`config.mk`:
```
export PLATFORM = sky130hd
export DESIGN_NAME = pc_fetch_unit
export DESIGN_NICKNAME = d
export VERILOG_FILES = /design/src/rtl/riscv_pkg.sv /design/src/rtl/fetch_loop_detect.sv /design/src/rtl/pc_fetch_unit.sv
export SDC_FILE = /design/constraint.sdc
export NUM_CORES = 1
export LEC_CHECK = 0
export CAP_MARGIN = 40
export CORE_ASPECT_RATIO = 1.2
export CORE_MARGIN = 2
export CORE_UTILIZATION = 39
export DETAILED_ROUTE_END_ITERATION = 8
export GPL_ROUTABILITY_DRIVEN = 0
export PLACE_DENSITY = 0.77
export SYNTH_ARGS = -nofsm -noshare
export SYNTH_HDL_FRONTEND = slang
export SYNTH_SLANG_ARGS = --single-unit
```
`constraint.sdc`:
```
create_clock -name clk -period 1.6 [get_ports clk]
set_input_delay 0.4 -clock clk [delete_from_list [all_inputs] [get_ports clk]]
set_output_delay 0.4 -clock clk [all_outputs]
set_load 0.05 [all_outputs]
```
`src/rtl/riscv_pkg.sv`:
```
// Shared definitions for the instruction fetch front end.
//   RESET_VECTOR_DEF : default PC loaded on reset
//   NOP_INSN         : canonical RISC-V NOP (addi x0,x0,0), shown on instr_o after reset
//   fetch_state_t    : fetch FSM states
//   pc_misaligned()  : true when a PC is not word aligned
package riscv_pkg;

    localparam logic [31:0] RESET_VECTOR_DEF = 32'h0000_0000;
    localparam logic [31:0] NOP_INSN         = 32'h0000_0013;

    typedef enum logic [1:0] {
        REQ  = 2'd0,
        WAIT = 2'd1,
        HOLD = 2'd2,
        STOP = 2'd3
    } fetch_state_t;

    function automatic logic pc_misaligned(input logic [31:0] pc);
        return pc[1:0] != 2'b00;
    endfunction

endpackage

```
`src/rtl/fetch_loop_detect.sv`:
```
// Self-loop detector for the fetch unit.
// Counts consecutive accepted instructions whose next PC equals their own PC.
// A non-looping acceptance clears the count. When the count reaches HALT_COUNT
// the sticky halted flag is set and halt_hit_o pulses for that acceptance.
// Ports:
//   clk, rst_n   : clock, asynchronous active-low reset
//   accept_i     : decode accepted the held instruction this cycle
//   same_pc_i    : next PC equals the PC of the accepted instruction
//   halt_hit_o   : this acceptance completes the HALT_COUNT-th self-loop
//   halted_o     : sticky halted flag
module fetch_loop_detect #(
    parameter int unsigned HALT_COUNT = 4
) (
    input  logic clk,
    input  logic rst_n,
    input  logic accept_i,
    input  logic same_pc_i,
    output logic halt_hit_o,
    output logic halted_o
);

    localparam int unsigned CW = $clog2(HALT_COUNT + 1);
    localparam logic [CW-1:0] LAST = CW'(HALT_COUNT - 1);

    logic [CW-1:0] loop_cnt_q, loop_cnt_d;
    logic          halted_q, halted_d;
    logic          halt_hit;

    always_comb begin
        loop_cnt_d = loop_cnt_q;
        halted_d   = halted_q;
        halt_hit   = 1'b0;
        if (accept_i) begin
            if (same_pc_i) begin
                if (loop_cnt_q == LAST) begin
                    halt_hit   = 1'b1;
                    halted_d   = 1'b1;
                    loop_cnt_d = CW'(HALT_COUNT);
                end else begin
                    loop_cnt_d = loop_cnt_q + 1'b1;
                end
            end else begin
                loop_cnt_d = '0;
            end
        end
    end

    always_ff @(posedge clk or negedge rst_n) begin
        if (!rst_n) begin
            loop_cnt_q <= '0;
            halted_q   <= 1'b0;
        end else begin
            loop_cnt_q <= loop_cnt_d;
            halted_q   <= halted_d;
        end
    end

    assign halt_hit_o = halt_hit;
    assign halted_o   = halted_q;

endmodule

```
`src/rtl/pc_fetch_unit.sv`:
```
// Program counter and instruction fetch unit.
// Holds the architectural PC, fetches one instruction at a time from
// instruction memory (req/ready then rvalid), presents it to decode and, when
// decode accepts, loads the downstream-computed next PC and fetches again.
// A misaligned next PC or a detected self-loop halts fetching until reset.
// Ports:
//   clk, rst_n                   : clock, asynchronous active-low reset
//   next_pc_i                    : next PC, sampled when decode accepts
//   imem_req_o, imem_addr_o      : fetch request and address (= pc_o)
//   imem_ready_i                 : memory accepts the request
//   imem_rvalid_i, imem_rdata_i  : read response
//   instr_valid_o, instr_o, pc_o : instruction presented to decode
//   instr_ready_i                : decode consumes the instruction
//   misalign_o, halted_o         : sticky stop causes
//   fetch_cnt_o                  : accepted instruction count (wraps)
module pc_fetch_unit
    import riscv_pkg::*;
#(
    parameter logic [31:0] RESET_VECTOR = RESET_VECTOR_DEF,
    parameter int unsigned HALT_COUNT   = 4
) (
    input  logic        clk,
    input  logic        rst_n,
    input  logic [31:0] next_pc_i,
    output logic        imem_req_o,
    output logic [31:0] imem_addr_o,
    input  logic        imem_ready_i,
    input  logic        imem_rvalid_i,
    input  logic [31:0] imem_rdata_i,
    output logic        instr_valid_o,
    output logic [31:0] instr_o,
    output logic [31:0] pc_o,
    input  logic        instr_ready_i,
    output logic        misalign_o,
    output logic        halted_o,
    output logic [31:0] fetch_cnt_o
);

    fetch_state_t state_q, state_d;
    logic [31:0]  pc_q, pc_d;
    logic [31:0]  instr_q, instr_d;
    logic         valid_q, valid_d;
    logic         misalign_q, misalign_d;
    logic [31:0]  cnt_q, cnt_d;

    logic accept;
    logic halt_hit;
    logic halted;

    assign accept = (state_q == HOLD) && instr_ready_i;

    fetch_loop_detect #(
        .HALT_COUNT (HALT_COUNT)
    ) u_loop_detect (
        .clk        (clk),
        .rst_n      (rst_n),
        .accept_i   (accept),
        .same_pc_i  (next_pc_i == pc_q),
        .halt_hit_o (halt_hit),
        .halted_o   (halted)
    );

    always_comb begin
        state_d    = state_q;
        pc_d       = pc_q;
        instr_d    = instr_q;
        valid_d    = valid_q;
        misalign_d = misalign_q;
        cnt_d      = cnt_q;
        unique case (state_q)
            REQ: begin
                if (imem_ready_i) state_d = WAIT;
            end
            WAIT: begin
                if (imem_rvalid_i) begin
                    instr_d = imem_rdata_i;
                    valid_d = 1'b1;
                    state_d = HOLD;
                end
            end
            HOLD: begin
                if (instr_ready_i) begin
                    // next_pc_i is loaded even when it stops the unit, so pc_o
                    // shows the offending target.
                    pc_d    = next_pc_i;
                    cnt_d   = cnt_q + 32'd1;
                    valid_d = 1'b0;
                    if (pc_misaligned(next_pc_i)) misalign_d = 1'b1;
                    if (pc_misaligned(next_pc_i) || halt_hit) state_d = STOP;
                    else                                      state_d = REQ;
                end
            end
            STOP: begin
                state_d = STOP;
            end
            default: begin
                state_d = REQ;
            end
        endcase
    end

    always_ff @(posedge clk or negedge rst_n) begin
        if (!rst_n) begin
            state_q    <= REQ;
            pc_q       <= RESET_VECTOR;
            instr_q    <= NOP_INSN;
            valid_q    <= 1'b0;
            misalign_q <= 1'b0;
            cnt_q      <= 32'd0;
        end else begin
            state_q    <= state_d;
            pc_q       <= pc_d;
            instr_q    <= instr_d;
            valid_q    <= valid_d;
            misalign_q <= misalign_d;
            cnt_q      <= cnt_d;
        end
    end

    assign imem_req_o    = (state_q == REQ);
    assign imem_addr_o   = pc_q;
    assign instr_valid_o = valid_q;
    assign instr_o       = instr_q;
    assign pc_o          = pc_q;
    assign misalign_o    = misalign_q;
    assign halted_o      = halted;
    assign fetch_cnt_o   = cnt_q;

endmodule

```
==> results of run 1 <==
## worst max-delay path by stage
| stage | endpoint | slack (ns) | cells after the start |
|---|---|---|---|
| floorplan | fetch_cnt_o[25]$_DFFE_PN0P_ | -0.22 | 5 |
| global placement | state_q[1]$_DFFE_PN0P_ | -0.60 | 7 |
| detailed placement | u_loop_detect.loop_cnt_q[0]$_DFFE_PN0P_ | -0.65 | 7 |
| CTS | fetch_cnt_o[26]$_DFFE_PN0P_ | -0.14 | 5 |
| global route | fetch_cnt_o[29]$_DFFE_PN0P_ | -0.22 | 6 |
| finish | fetch_cnt_o[29]$_DFFE_PN0P_ | -0.16 | 6 |
## routing by layer
metal	vias to the layer above	global-route usage	wire length, um
met5	-	0	0
li1	1958	-	-
met3	33	0.0485	795
met1	2079	0.249	5270
met2	148	0.424	8320
met4	0	0.0925	369
## power groups by stage
stage / logic (uW) / registers (uW) / clock network, uW
final: 11600 / 4250 / 2030
after global routing: 11900 / 4340 / 2190
after CTS: 11600 / 4250 / 2080
after detailed placement: 11500 / 4280 / 0
after global placement: 11400 / 4200 / 0
after floorplan: 2720 / 6930 / 0
## per-stage QoR
| stage | instance area, um2 | worst slack (ns) |
|---|---|---|
| 2_1_floorplan | 4840 | -0.219 |
| 3_3_place_gp | 8740 | -0.602 |
| 3_5_place_dp | 8740 | -0.646 |
| 4_1_cts | 9210 | -0.138 |
| 5_1_grt | 9380 | -0.219 |
| 6_report | 9380 | -0.156 |
## layout by cell type, fill, tap and decap left out, types with 2 or more instances in the layout
cell type	netlist	layout
clkinvlp_4	0	4
nor2_1	11	4
xnor2_1	54	48
nor2_4	0	5
buf_6	0	8
clkbuf_16	0	9
nor4_4	1	2
dfrtp_2	0	35
and2_2	3	3
xnor2_2	0	6
nand3_1	12	7
inv_1	3	3
mux2_2	32	32
dfrtp_1	101	66
nand2_1	118	116
nand4_1	13	13
ha_1	3	3
or4_4	2	2
clkdlybuf4s50_1	0	52
nor3_4	0	3
and4_4	1	2
dfstp_2	3	3
nor2_2	0	2
nor4_2	0	2
clkinv_2	0	2
nand3b_1	2	2
nand3_2	0	4
a21oi_1	3	3
o21ai_0	3	2
xor2_1	9	9
nand2_4	0	2
buf_4	32	84
dlygate4sd2_1	0	14
buf_12	0	136
and3_1	3	2
## cell usage after synthesis, drive strengths merged
cell type / n / share of area
a21o: 1 / 0.0016
a21oi: 3 / 0.0031
a22o: 1 / 0.0018
and2: 3 / 0.0047
and3: 3 / 0.0039
and3b: 1 / 0.0021
and4: 3 / 0.0063
buf: 36 / 0.054
clkbuf: 8 / 0.0063
dfrtp: 101 / 0.53
dfstp: 3 / 0.016
ha: 3 / 0.0079
inv: 3 / 0.0024
mux2: 32 / 0.075
nand2: 119 / 0.094
nand3: 12 / 0.013
nand3b: 2 / 0.0031
nand4: 15 / 0.022
nor2: 11 / 0.0086
nor3: 5 / 0.0052
nor4: 4 / 0.0084
o2111ai: 1 / 0.0018
o21ai: 3 / 0.0031
o21bai: 1 / 0.0016
o22ai: 1 / 0.0013
o2bb2ai: 1 / 0.0018
o31ai: 1 / 0.0016
or4: 2 / 0.0047
xnor2: 54 / 0.099
xor2: 9 / 0.016
## what timing repair did
action	in CTS	in global routing
resized for setup	45	21
setup buffers	7	6
hold endpoints to repair	25	0
cloned	0	0
setup endpoints to repair	33	34
hold buffers	1	0
pin swaps	28	19
## logic make-up after synthesis
group                    after synthesis
flip-flops                           104
multiplexers                          32
buffers and inverters                 47
AND/OR/NAND/NOR                      180
AO/OA/AOI/OAI                         13
adder cells (fa/ha/maj)                3
XOR/XNOR                              63
## worst max-delay path, stage by stage (launching register included)
cell and delay [ns]:
dfrtp_2 0.37, and4_4 0.26, nand2_1 0.24, nor4_4 0.36, buf_6 0.18, nand3_2 0.08, xnor2_1 0.14
## registers in the layout, summed over array words and instances (netlist names)
register and cells:
fetch_cnt_o 32, imem_addr_o 32, instr_o 32, instr_valid_o 1
misalign_o 1, state_q 2, u_loop_detect.halted_o 1, u_loop_detect.loop_cnt_q 3
## final cells by class
cell class / instances / area [um2] / area share
Timing Repair Buffer: 296 / 4110 / 0.438
Sequential cell: 104 / 2650 / 0.282
Multi-Input combinational cell: 291 / 2140 / 0.228
Clock buffer: 9 / 225 / 0.0240
Tap cell: 161 / 201 / 0.0215
Clock inverter: 7 / 48.8 / 0.00520
Inverter: 3 / 11.3 / 0.00120
==> flow_summary.yaml, run 1 <==
setup_path:
  worstReg2RegEnd: "fetch_cnt_o[29]$_DFFE_PN0P_"
  path_class: "reg -> reg"
  cp.required_ns: 1.82
  crit_fanout: 5
  worstPathArrival_ns: 1.98
  crit_path_end_kind: "flop"
  critPathLaunch: "fetch_cnt_o[5]$_DFFE_PN0P_"
  r2r_cells: 6
  reg2reg_from: "fetch_cnt_o[5]$_DFFE_PN0P_"
  ff2ff_setup_slack_ns: -0.16
  cp-start-kind: "flop"
cells_and_area:
  drive_gt1_frac: 0.504
  diodes: 0
  syn_to_final_growth_pct: 96.3
  finalCoreUtilization: 0.778
  fin_nets: 777
  layoutNonFillerInstCount: 871
  nFillCells: 675
die:
  dieHeight_um: 125
  initial_utilization: 0.397
  fp.dieW_um: 105
  core_um2: 12100
  io_pins: 201
  die_area_um2: 13200
  rows: 44
clocking:
  clkSinkCount: 104
  cts_max_level: 3
  clkLatencyLatePin_ns: 0.34
  cts_inserted_buffers: 9
  cts_root_buf: "clkbuf_16"
  clkTransAtPathRegs_ns: 0.07
  clock_path_buffers: 2
  cts_tree: "done"
min_path:
  worstHoldStart: "next_pc_i[18]"
  holdPathStages: 3
  worstHoldEndpoint: "imem_addr_o[18]$_DFFE_PN0P_"
  min_path_type: "in -> reg"
power_and_ir_drop:
  comb_power_share: 0.648
  p_int_uw: 10200
  total_power_uw: 17800
  seqPwrFrac: 0.238
  p_leak_uw: 0.00433
  powerDensity_nw_per_um2: 1900
  peakVddDrop_uv: 1590
  power.share.switching: 0.430
  pwr-share-clk: 0.114
  switchingPower_uw: 7660
sta:
  holdWs_ns: 0.326
  fin_crit_ns: 1.76
  fin_tns_setup_ns: -1.87
  setup_viol: 19
  timing.fmax_mhz: 570
  rsz0062_at_grt: "yes"
  slew_violations: 0
  worst_slack_ns: -0.156
  slew_headroom: 0.737
  finalCritPeriodShare: 1.10
  hold_viol: 0
  finalClockSkew_ns: 0.00605
  max_slew.worst_pin.slew_ns: 0.394
synthesis:
  synth_compound_area_frac: 0.0178
  yosys.area_share.simple: 0.176
  synth.area.mux_share: 0.0754
  synth_fa_ha_area_frac: 0.00785
  syn_nets: 514
  synth_seq_area_share: 0.545
  synth_top_family_by_area: "simple AND/OR/NAND/NOR gates"
  netlist_area_um2: 4780
  synth_cell_types: 37
  synth_cells: 442
  synth_xor_area_frac: 0.115
  synth_warnings: 0
  avgSynthCellArea_um2: 10.8
  synth_seq_cells: 104
place:
  dp_hpwl_um: 11100
  dp_cells: 841
  portBuffers: 200
global_route:
  grt.total_usage: 0.227
  grt_pass1_vias: 4739
  overflow: 0
  grt_max_degree: 41
  grt_pass1_wl_um: 23800
  antenna_found_initial: 0
detailed_routing:
  firstDrtPassIters: 6
  drt-total-wl_um: 14800
  ant_nets: 0
  drtIter0Drc: 170
  vias: 4218
  vias_per_cell: 4.84
  drc: 0
  wl_per_cell_um: 16.9
flow_run:
  drv_cap: 0
run_status:
  violations: "negative setup slack"
  status: "finished, violations left"
(Power assumes the default switching activity.)
==> inputs of run 2 (changes only) <==
Settings changed: CELL_PAD_IN_SITES_DETAIL_PLACEMENT set to 0, CELL_PAD_IN_SITES_GLOBAL_PLACEMENT set to 1, CORE_MARGIN 2 to 5, CORE_UTILIZATION 39 to 29, PLACE_DENSITY 0.77 to unset, PLACE_DENSITY_LB_ADDON set to 0.1.
==> run 2 against run 1 <==
Net effect:
- the run still ends with negative setup slack left
- maximum frequency rose by 3.6%
- non-clock buffer count did not move
- global-route usage fell by 7.6 points
- critical path depth fell by 1
- register-to-register slack improved by 0.06 ns
- via count fell by 4.5%
- clock power rose by 8%
- power barely moved
- sequential cell count did not move
- cell area rose by 0.63%
- critical endpoint is now fetch_cnt_o[30]$_DFFE_PN0P_
- largest power group unchanged
- highest routed layer is now met5
==> flow_summary.yaml, run 2 (synthesis results as in run 1) <==
cells_and_area:
  final_area_um2: 9440
  fin_nets: 777
  diodes: 0
  drive_gt1_frac: 0.503
  layoutNonFillerInstCount: 922
  final_cell_mix: "buf_12 (135), nand2_1 (115), buf_4 (83), dfrtp_1 (66), clkdlybuf4s50_1 (53)"
  syn_to_final_growth_pct: 97.5
  final_common_cell: "buf_12"
setup_path:
  cp-start-kind: "flop"
  crit_fanout: 4
  worstPathArrival_ns: 1.96
  path_class: "reg -> reg"
  crit_path_end_kind: "flop"
  r2r_cells: 5
  cp.required_ns: 1.86
die:
  rows: 51
  io_pins: 201
  initial_utilization: 0.295
  dieHeight_um: 151
  core_um2: 16200
  fp.dieW_um: 127
  die_area_um2: 19200
power_and_ir_drop:
  peakVddDrop_uv: 1310
  powerDensity_nw_per_um2: 1890
  p_leak_uw: 0.00433
sta:
  worst_slack_ns: -0.0955
  setup_viol: 12
  finalClockSkew_ns: 0.0130
  fin_tns_setup_ns: -0.538
  timing.fmax_mhz: 590
  slew_headroom: 0.795
  max_slew.worst_pin.slew_ns: 0.307
  rsz0062_at_grt: "yes"
  slew_violations: 0
  holdWs_ns: 0.307
  hold_viol: 0
  finalCritPeriodShare: 1.06
  fin_crit_ns: 1.70
place:
  portBuffers: 200
  dpl_cell_area_um2: 8840
  dp_cells: 898
  dp_hpwl_um: 11200
global_route:
  grt_pass1_vias: 4490
  grt_max_degree: 47
  grt_pass1_wl_um: 22800
  grt.total_usage: 0.151
  antenna_found_initial: 2
  overflow: 0
detailed_routing:
  drc: 0
  drt-total-wl_um: 14200
  ant_nets: 0
  dr_wl_met3_um: 888
  drtIter0Drc: 163
  highest_layer: "met5"
  wl_met2_um: 7590
  vias: 4030
  wl_met1_um: 5430
  vias_per_cell: 4.37
  firstDrtPassIters: 4
  wl_per_cell_um: 15.4
clocking:
  clkLatencyLatePin_ns: 0.35
  cts_max_level: 3
  cts_inserted_buffers: 9
  clkTransAtPathRegs_ns: 0.07
  cts_tree: "done"
  clkSinkCount: 104
  clock_path_buffers: 2
  cts_root_buf: "clkbuf_16"
run_status:
  violations: "negative setup slack"
  status: "finished, violations left"
min_path:
  holdPathStages: 3
  min_path_type: "in -> reg"
flow_run:
  drv_cap: 0
==> run 2: critical path, cell delays in order (launching register included) <==
cell	delay, ns
dfrtp_2	0.40
and3_4	0.19
nand4_1	0.15
or4_4	0.58
nor2_4	0.13
xor2_1	0.16
==> run 2: area by class of cell <==
class	count	area (um2)
fill	1395	6770
timing repair buffer	296	4120
sequential	104	2650
multi-input combinational	291	2100
tap	212	265
clock buffer	10	229
clock inverter	6	61.3
inverter	3	11.3
==> run 2: through the flow <==
| step | utilization | worst slack (ns) | total power (uW) |
|---|---|---|---|
| floorplan | - | -0.219 | 9650 |
| global placement | 0.545 | -0.610 | 15600 |
| detailed placement | 0.545 | -0.645 | 15700 |
| CTS | 0.574 | -0.0998 | 18100 |
| global route | 0.583 | -0.163 | 18600 |
| finish | 0.583 | -0.0955 | 17900 |
==> run 2: power breakdown <==
| group | total [uW] | switching, uW | leakage [uW] | internal, uW |
|---|---|---|---|---|
| combinational | 11400 | 5830 | 0.00291 | 5580 |
| clock | 2200 | 987 | 0.000142 | 1210 |
| sequential | 4240 | 750 | 0.00127 | 3490 |
| total | 17900 | 7570 | 0.00433 | 10300 |
==> run 2: path summary, 6_finish.rpt <==
| check | from | end | slack [ns] |
|---|---|---|---|
| max reg2reg | fetch_cnt_o[17]$_DFFE_PN0P_ | fetch_cnt_o[30]$_DFFE_PN0P_ | -0.1 |
| max | fetch_cnt_o[17]$_DFFE_PN0P_ | fetch_cnt_o[30]$_DFFE_PN0P_ | -0.1 |
| max in group asynchronous | rst_n | instr_o[4]$_DFFE_PN1P_ | 0.51 |
| min reg2reg | u_loop_detect.loop_cnt_q[0]$_DFFE_PN0P_ | u_loop_detect.loop_cnt_q[0]$_DFFE_PN0P_ | 0.49 |
| min in group asynchronous | rst_n | fetch_cnt_o[18]$_DFFE_PN0P_ | 0.49 |
| min | next_pc_i[4] | imem_addr_o[4]$_DFFE_PN0P_ | 0.31 |
==> run 2: metal layers <==
layer | vias to the layer above | global-route usage
li1 | 1954 | -
met1 | 1923 | 0.170
met2 | 127 | 0.270
met3 | 22 | 0.0444
met4 | 4 | 0.0574
met5 | - | 0
==> run 2: timing repair <==
action | in CTS | in global routing
buffers inserted | 8 | 2
endpoints found under the hold margin | 18 | 0
pin swaps | 31 | 18
endpoints found under the setup margin | 32 | 32
hold buffers | 1 | 0
resized for setup | 31 | 32
==> inputs of run 3 (changes only) <==
Settings changed: CTS_CLUSTER_SIZE set to 40, GPL_TIMING_DRIVEN set to 0.
==> run 3 against run 2 <==
Net effect:
- the flow still finishes with violations (negative setup slack)
- critical path depth is the same
- non-clock buffer count down 19
- register-to-register slack lost 0.07 ns
- sequential power fell by 2%
- sequential share of layout area up 5.5 points
- core utilization is 9.5 points lower
- largest power group unchanged
- highest routed layer unchanged
==> flow_summary.yaml, run 3 (synthesis results as in run 1) <==
power_and_ir_drop:
  power.share.switching: 0.468
  total_power_uw: 14700
  powerDensity_nw_per_um2: 1860
  p_int_uw: 7830
  seqPwrFrac: 0.283
  switchingPower_uw: 6880
  peakVddDrop_uv: 1070
  comb_power_share: 0.534
  pwr-share-clk: 0.183
  p_leak_uw: 0.00376
clocking:
  cts_root_buf: "clkbuf_16"
  clkTransAtPathRegs_ns: 0.07
  cts_tree: "done"
  clock_path_buffers: 2
  cts_max_level: 3
  clkSinkCount: 104
  clkLatencyLatePin_ns: 0.34
  cts_inserted_buffers: 9
die:
  initial_utilization: 0.295
  core_um2: 16200
  fp.dieW_um: 127
  dieHeight_um: 151
  rows: 51
  die_area_um2: 19200
  io_pins: 201
setup_path:
  reg2reg_from: "state_q[0]$_DFFE_PN0P_"
  worstReg2RegEnd: "fetch_cnt_o[30]$_DFFE_PN0P_"
  ff2ff_setup_slack_ns: -0.17
  cp.required_ns: 1.86
  crit_fanout: 4
  r2r_cells: 5
  critical-path-top-delay-family: "simple AND/OR/NAND/NOR gates"
  path_class: "reg -> reg"
  critical_path.max_stage_delay_ns: 0.60
  slowest_stage: "or4_4"
  cp-start-kind: "flop"
  worstPathCellList: "and3b_2 -> nand3_4 -> or4_4 -> nor2_2 -> xor2_1"
  crit_path_end_kind: "flop"
  cp.buffers_inverters: 0
  worstPathArrival_ns: 2.03
global_route:
  grt_pass1_vias: 4023
  grt.total_usage: 0.141
  grt_max_degree: 54
  grt_pass1_wl_um: 21300
  overflow: 0
  antenna_found_initial: 2
sta:
  rsz0062_at_grt: "yes"
  hold_viol: 0
  slew_headroom: 0.548
  worst_slack_ns: -0.167
  slew_violations: 0
  setup_viol: 24
  fin_crit_ns: 1.77
  finalClockSkew_ns: 0.00742
  fin_tns_setup_ns: -2.05
  timing.fmax_mhz: 566
  finalCritPeriodShare: 1.10
  holdWs_ns: 0.0880
  max_slew.worst_pin.slew_ns: 0.679
cells_and_area:
  syn_to_final_growth_pct: 65.3
  final_common_cell: "nand2_1"
  final_cell_mix: "nand2_1 (114), clkdlybuf4s15_2 (67), dfrtp_1 (66), buf_4 (62), clkdlybuf4s50_1 (56)"
  drive_gt1_frac: 0.496
  diodes: 0
  nFillCells: 1531
  fin_nets: 758
detailed_routing:
  firstDrtPassIters: 4
  ant_nets: 0
  vias_per_cell: 4.31
  drt-total-wl_um: 13500
  drc: 0
  vias: 3890
  wl_per_cell_um: 15.0
  drtIter0Drc: 111
place:
  dp_hpwl_um: 10100
  portBuffers: 200
  preCtsSetupSlack_ns: -0.860
run_status:
  status: "finished, violations left"
  violations: "negative setup slack"
flow_run:
  drv_cap: 0
min_path:
  min_path_type: "in -> async"
-- run 3: cell count changes in the layout (fill, tap and decap cells not counted), sizes merged --
cell and change:
dlygate4sd2 -4, clkdlybuf4s18 +6, bufinv +3, dlymetal6s2s +1, clkinv -4, dlygate4sd3 -1, buf -105, clkdlybuf4s50 +3
clkbuf +15, clkdlybuf4s15 +67
-- run 3: through the flow --
stage                     area [um2]  std cells   util
after global placement          7110        854  0.439
after detailed placement        7130        855  0.440
after floorplan                 4840        442      -
final                           7900        903  0.488
after CTS                       7620        884  0.470
after global routing            7900        903  0.488
-- run 3: cell type report --
| class | count | area (um2) | area share |
|---|---|---|---|
| Multi-Input combinational cell | 291 | 2150 | 0.272 |
| Clock buffer | 11 | 243 | 0.0307 |
| Buffer | 44 | 320 | 0.0405 |
| Timing Repair Buffer | 233 | 2140 | 0.271 |
| Sequential cell | 104 | 2650 | 0.335 |
| Inverter | 3 | 11.3 | 0.00142 |
| Clock inverter | 5 | 128 | 0.0161 |
| Tap cell | 212 | 265 | 0.0336 |
-- run 3: layer usage --
metal,share of wire,global-route usage,vias to the layer above
met3,0.068,0.0415,16
li1,-,-,1912
met1,0.40,0.166,1838
met4,0.016,0.0536,4
met5,0.0020,0,-
met2,0.51,0.242,120
-- run 3: worst max path at each step --
stage,start,end,cells after the start
3_5_place_dp,instr_ready_i,u_loop_detect.loop_cnt_q[0]$_DFFE_PN0P_,7
3_3_place_gp,rst_n,imem_addr_o[31]$_DFFE_PN0P_,1
6_report,state_q[0]$_DFFE_PN0P_,fetch_cnt_o[30]$_DFFE_PN0P_,5
5_1_grt,state_q[0]$_DFFE_PN0P_,fetch_cnt_o[25]$_DFFE_PN0P_,7
4_1_cts,state_q[0]$_DFFE_PN0P_,fetch_cnt_o[28]$_DFFE_PN0P_,5
2_1_floorplan,fetch_cnt_o[3]$_DFFE_PN0P_,fetch_cnt_o[25]$_DFFE_PN0P_,5
-- run 3: what timing repair did --
action | CTS | global route
pin swaps | 10 | 25
endpoints found under the setup margin | 223 | 79
hold buffers | 0 | 0
gates resized for setup | 502 | 101
setup buffers | 13 | 20
-- run 3: power by group through the flow --
stage / Sequential (uW) / Combinational (uW) / Clock (uW)
2_1_floorplan: 6930 / 2720 / 0
3_5_place_dp: 4220 / 8290 / 0
4_1_cts: 4190 / 7740 / 2790
3_3_place_gp: 4200 / 8270 / 0
6_report: 4170 / 7860 / 2690
5_1_grt: 4310 / 8230 / 2890
